==> src/rtl/mul_datapath.sv <==
// ============================================================================
// Module   : mul_datapath
// Brief    : Repeated-addition multiplier datapath (P = A * B), with iteration
//            count, sticky overflow and sticky protocol-error flags.
// Revision : 1.0 - initial release
// ============================================================================
`default_nettype none

module mul_datapath #(
  parameter int DW = 16,
  parameter int PW = 16
) (
  input  logic          clk,
  input  logic          rst_n,
  input  logic [DW-1:0] a_in,
  input  logic [DW-1:0] b_in,
  input  logic          ldA,
  input  logic          ldB,
  input  logic          clrP,
  input  logic          ldP,
  input  logic          decB,
  output logic          eqz,
  output logic [PW-1:0] p_out,
  output logic [DW-1:0] iter,
  output logic          ovf,
  output logic          err
);

  localparam logic [DW-1:0] c_one = {{(DW-1){1'b0}}, 1'b1};

  logic [DW-1:0] r_a;
  logic [DW-1:0] r_b;
  logic [PW-1:0] r_p;
  logic [DW-1:0] r_iter;
  logic          r_ovf;
  logic          r_err;

  logic          w_b_nz;
  logic [PW:0]   w_a_ext;
  logic [PW:0]   w_sum;
  logic          w_acc;
  logic          w_dec;
  logic          w_illegal;

  // Gating uses the pre-edge B so ldP+decB together give exactly B0 adds.
  assign w_b_nz    = (r_b != '0);
  assign w_a_ext   = {{(PW+1-DW){1'b0}}, r_a};
  assign w_sum     = {1'b0, r_p} + w_a_ext;
  assign w_acc     = ldP && !clrP && w_b_nz;
  assign w_dec     = decB && !ldB && w_b_nz;
  assign w_illegal = (clrP && ldP) || (ldB && decB);

  always_ff @(posedge clk or negedge rst_n) begin
    if (!rst_n) begin
      r_a <= '0;
      r_b <= '0;
    end else begin
      if (ldA) begin
        r_a <= a_in;
      end
      if (ldB) begin
        r_b <= b_in;
      end else if (w_dec) begin
        r_b <= r_b - c_one;
      end
    end
  end

  always_ff @(posedge clk or negedge rst_n) begin
    if (!rst_n) begin
      r_p    <= '0;
      r_iter <= '0;
      r_ovf  <= 1'b0;
    end else if (clrP) begin
      r_p    <= '0;
      r_iter <= '0;
      r_ovf  <= 1'b0;
    end else if (w_acc) begin
      r_p    <= w_sum[PW-1:0];
      r_iter <= r_iter + c_one;
      if (w_sum[PW]) begin
        r_ovf <= 1'b1;
      end
    end
  end

  always_ff @(posedge clk or negedge rst_n) begin
    if (!rst_n) begin
      r_err <= 1'b0;
    end else if (w_illegal) begin
      r_err <= 1'b1;
    end
  end

  assign eqz   = !w_b_nz;
  assign p_out = r_p;
  assign iter  = r_iter;
  assign ovf   = r_ovf;
  assign err   = r_err;

endmodule

`default_nettype wire

==> config.mk <==
export PLATFORM = sky130hd
export DESIGN_NAME = mul_datapath
export DESIGN_NICKNAME = d
export VERILOG_FILES = /design/src/rtl/mul_datapath.sv
export SDC_FILE = /design/constraint.sdc
export NUM_CORES = 1
export LEC_CHECK = 0
export CORE_MARGIN = 2
export CORE_UTILIZATION = 34
export CTS_BUF_LIST = sky130_fd_sc_hd__clkbuf_8
export DETAILED_ROUTE_END_ITERATION = 10
export GPL_ROUTABILITY_DRIVEN = 0
export SYNTH_ARGS = -nofsm -noshare
export SYNTH_HDL_FRONTEND = slang
export SYNTH_SLANG_ARGS = --single-unit
==> constraint.sdc <==
create_clock -name clk -period 2.43 [get_ports clk]
set_input_delay 0.3645 -clock clk [delete_from_list [all_inputs] [get_ports clk]]
set_output_delay 0.3645 -clock clk [all_outputs]
set_load 0.01 [all_outputs]
* Word-level counts from Yosys, hierarchy flattened
Index checks and enable logic that the tools add are counted.
** Cells by class
- $add $sub $neg :: 3
- $mul :: 0
- Div/mod/pow operators :: 0
- Magnitude comparators :: 0
- Equal/unequal tests :: 0
- Shift-type cells :: 0
- Mux-type cells :: 9
- Bitwise operators :: 0
- Reductions and logical operators :: 15
** Operators with widths (count)
- 16-bit 2-to-1 mux :: 6
- 16-bit by 16-bit adder with 17-bit output :: 1
- 16-bit by 1-bit adder with 16-bit output (second input constant) :: 1
- 16-bit nonzero test :: 1
- 16-bit by 1-bit subtractor with 16-bit output (second input constant) :: 1
- 1-bit logical AND :: 6
- 2-bit nonzero test :: 3
- 1-bit logical NOT :: 3
- 1-bit 2-to-1 mux :: 3
- 2-bit AND reduction :: 1
- 1-bit logical OR :: 1
** Word-level totals
- Flip-flop bits (word level) :: 66
- Latch bits :: 0
- Bits in writable memories :: 0
- ROM bits :: 0
- Bits of input ports :: 39
- Output and inout bits :: 35
- Logic and storage cells :: 33
- Memories :: 0

* Logic depth before layout (Yosys ltp)
- Depth in word-level cells :: 5
- Gate-level depth with buffers :: 9
- Depth with buffers taken out :: 8

* Worst setup path before layout
Ideal clock, no wire load.
- Kind :: register to register
- Start point :: reg r_b[8]
- End point :: reg r_p[13] (netlist: p_out[13])
- Setup time :: 0.126 ns
- Arrival :: 2.117 ns
- Data required time :: 2.304 ns
- Path slack :: 0.187 ns
- Stages on the path, launching flop included :: 8
- Buffers on the path :: 2
- Period minus slack after synthesis :: 2.243 ns
- Cells stage by stage :: dfrtp_1 -> or3_4 -> or4_4 -> buf_6 -> o21a_1 -> buf_6 -> o2111a_1 -> a311o_1
** Between the ends
- Longest elaborated chain between the ends :: 3
** RTL lines
- from (decl) :: line 32 : logic [DW-1:0] r_b;
- from (signal assigned) :: line 62 : r_b <= b_in;
- from (signal assigned) :: line 64 : r_b <= r_b - c_one;
- 16-bit nonzero test :: line 46 : assign w_b_nz = (r_b != '0);
- 1-bit logical AND :: line 49 : assign w_acc = ldP && !clrP && w_b_nz;
- 2-bit nonzero test (no source line)
- to (signal assigned) :: line 79 : r_p <= w_sum[PW-1:0];
- to (decl) :: line 33 : logic [PW-1:0] r_p;
Every way passes these cells.
A chain may end at the register's enable or synchronous reset.

* Final worst setup path
- Start point :: reg r_b[8]
- End point :: out eqz
** Between the ends
- Longest elaborated chain between the ends :: 2
** RTL lines
- 16-bit nonzero test :: line 46
- 1-bit logical NOT :: line 95 : assign eqz = !w_b_nz;
- to (decl) :: line 22 : output logic eqz,
Every way passes these cells.

==> summary.md <==
| Metric | Value |
|---|---|
| Outcome | complete, no violations |
| F_max | between 0.4 and 0.5 GHz |
| Core footprint | about 12000 um^2 |
| CTS Buffer Depth | 2 |
| Req. time, crit path | 2.07 ns |
| Clock transition at path regs | roughly 0.080 ns |
| Met2 wire length | 4530 um |
| Area Growth Syn to Fin | 31.0% |
| Tcrit/Tclk final | 96.7% |
| Count of cell types in the netlist | 58 |
| Final setup TNS | 0 ns |
| Sequential fraction of the synthesis area | roughly two fifths |
| DR vias/cell | between 5 and 6 |
| Site Rows | 39 |
| DRC viols | 0 |
| WL met3 | between 400 and 500 um |
| PortBufs | 73 |
| Htree depth | 3 |
| DR WL/cell | between 15 and 20 um |
| Fin. Hold Viols | 0 |
| Synth warnings | 0 |
| Final slew viol count | 0 |
| Worst VDD drop | about 0.00025 V |
| Setup crit end kind | primary output |
| Critical path fanouts, max | 3 |
| Worst setup path startpoint | r_b[8] |
| RSZ-0062 raised after global routing | false |
| Ant diodes | 0 |
| Most frequent cells in the layout | clkdlybuf4s50_1, dfrtp_1, nand2_1, nor2_1, a21oi_1 |
| Synthesized instance count | 430 |
| Crit path DAT | 1.99 ns |
| Die Wd | 113 um |
| CTS tree | built |
| Fill count | 1124 |
| Synth async-reset ratio | between 90% and 100% |
| Average size of a mapped cell | about 9.5 um^2 |
| Startpoint types | flop |
| Relative slew slack | between 60 and 70% |
| Area of the mapped netlist | just over 4000 um^2 |
| Initial Utilization | between 30% and 40% |
| Critical-path top delay cell | or4_4 |
| Post-synthesis sequential element count | 66 |
| Nets | about 580 |
| Setup ws final | about 0.08 ns |
| Drt first pass iters | 4 |
| Post-synthesis net count | roughly 490 |
| Die Height | about 110 um |
| Max-Cap Viols | 0 |
| Worst slack, placed | 0.0804 ns |
| Slew @ Worst Pin | between 0.5 and 0.6 ns |
| Top routing layer in use | met4 |
| Hpwl dp | ~7500 um |
| CTS Sinks | between 60 and 70 |
| Final setup fails | 0 |
| Storage element area | 1650 um^2 |
| Top Family by Delay on Critical Path | simple AND/OR/NAND/NOR gates |
| GRT Util Overall | between 10% and 20% |
| Worst Clk Skew | slightly below 0.009 ns |
| Post-DP Area | 5070 um^2 |
| Grt ovf | 0 |
| Static leakage | 2.19 nW |
| Pwr dens | between 600 and 700 nW/um^2 |
| Commonest non-fill, non-tap cell in the layout | clkdlybuf4s50_1 |
| Crit-path max cell delay | roughly 0.49 ns |
| Commonest register cell after synthesis | dfrtp_1 |
| Final ANT Viol Nets | 0 |
| Area of the multi-input gates | 2260 um^2 |
| Hold Path Class | input pin to asynchronous set/reset pin |
| Fraction of layout instances using a drive strength above 1 | between 10% and 20% |
| # IOs | 74 |
| Number of global-route vias before repair | roughly 3600 |
| Starting DRT DRC Count | between 150 and 200 |
| CTS Root Cell | clkbuf_8 |
| Worst-path cell chain | or3_4, or4_4, nor2_2, clkdlybuf4s15_2 |
| Reg2reg start | r_b[8] |
| # hold bufs at CTS | 0 |
| Shortest period the worst path allows | around 2.4 ns |
| Post-Route WL | around 10000 um |
| Vias | 3553 |
| Worst skew pair latency | between 0.3 and 0.4 ns |
| Routed length on met1 | between 4000 and 5000 um |
| Largest net degree at the start of global routing | 43 |
| Initial antenna violation count | 0 |
| CP Buf/Inv Count | 1 |
| TritonCTS Buffers | 9 |
| Post-route cell area | 5330 um^2 |
| Post-synth EDFFs | 0 |
| Global-route wire length before repair | around 17000 um |
| Die area | 12900 um^2 |
| Critical path class | flop to primary output |
cell usage after synthesis, types with 2 or more instances:
cell / instances / area [um^2]
nand2_1: 42 / 158
o211ai_1: 12 / 90.1
inv_1: 14 / 52.6
o31ai_1: 2 / 15.0
and2_1: 4 / 25.0
a211oi_1: 11 / 82.6
nor4_1: 3 / 18.8
o31a_1: 2 / 17.5
a221oi_1: 2 / 17.5
and3_1: 6 / 37.5
nor3b_1: 2 / 15.0
nand3b_1: 2 / 15.0
a311o_1: 3 / 30.0
a2111oi_0: 3 / 26.3
ha_1: 19 / 238
nor3_1: 4 / 20.0
dfrtp_1: 66 / 1650
a31oi_1: 2 / 12.5
a21o_1: 4 / 30.0
xor2_1: 11 / 96.3
and4_1: 4 / 35.0
or2_2: 3 / 18.8
or3_1: 3 / 18.8
nand3_1: 17 / 85.1
clkbuf_1: 17 / 63.8
a211o_1: 3 / 26.3
xnor2_1: 20 / 175
buf_2: 2 / 10.0
a2111o_1: 2 / 22.5
mux2_2: 16 / 180
nor2b_1: 4 / 25.0
a21oi_1: 27 / 135
o311a_1: 2 / 20.0
o21ai_0: 27 / 135
o21a_1: 6 / 45.0
nor4b_1: 2 / 17.5
o2111ai_1: 8 / 70.1
buf_6: 3 / 33.8
nor2_1: 31 / 116
kinds of logic after synthesis:
group	synth area share, %
AO/OA/AOI/OAI	20.6
adder cells (fa/ha/maj)	6.33
AND/OR/NAND/NOR	17.3
XOR/XNOR	6.67
flip-flops	40.6
buffers and inverters	4.12
multiplexers	4.43
power by group:
group	switching, mW	total, mW	internal, mW
clock network	0.483	1.07	0.586
registers	0.0954	1.30	1.20
logic	0.495	0.961	0.466
through the flow:
step           instances  utilization, %  power [mW]  hold slack (ns)
2_1_floorplan        430               -        1.88           0.0689
3_5_place_dp         648            43.9        2.26            0.397
4_1_cts              664            45.8        3.34           0.0109
3_3_place_gp         648            43.9        2.25            0.401
6_report             667            46.1        3.33           0.0102
5_1_grt              667            46.1        3.52           0.0433
layout make-up:
class                   count  area share (%)
clock buffers               9            2.32
inverters                  14           0.985
well taps                 143            3.35
repair buffers            101            18.0
multi-input cells         327            42.4
clock inverters             7            1.90
flip-flops and latches     66            31.0
sequential cells by signal (all words and copies together) (netlist names):
register and count:
iter 16, p_out 16, r_a 16, r_b 16
err 1, ovf 1
final timing paths:
path / to / slack (ns) / depth (start not counted)
setup / recovery: eqz / 0.08 / 4
hold / removal: r_a[4] / 0.01 / 1
setup reg to reg: p_out[9] / 0.10 / 7
hold reg to reg: r_a[7] / 0.52 / 1
max in group asynchronous: iter[9] / 1.79 / 2
min in group clk: r_a[7] / 0.52 / 1
metal layers:
metal  vias up  global-route usage, %
met2        81                   25.1
met4         0                   6.67
li1       1763                      -
met1      1694                   23.1
met3        15                   3.29
met5         -                      0
timing repair:
| item | 4_1_cts | 5_1_grt |
|---|---|---|
| endpoints found under the setup margin | 1 | 7 |
| cloned | 0 | 0 |
| setup buffers | 0 | 3 |
| gates resized for setup | 3 | 6 |
| pin swaps | 0 | 2 |
No activity file was read; power rests on OpenSTA's default activity.
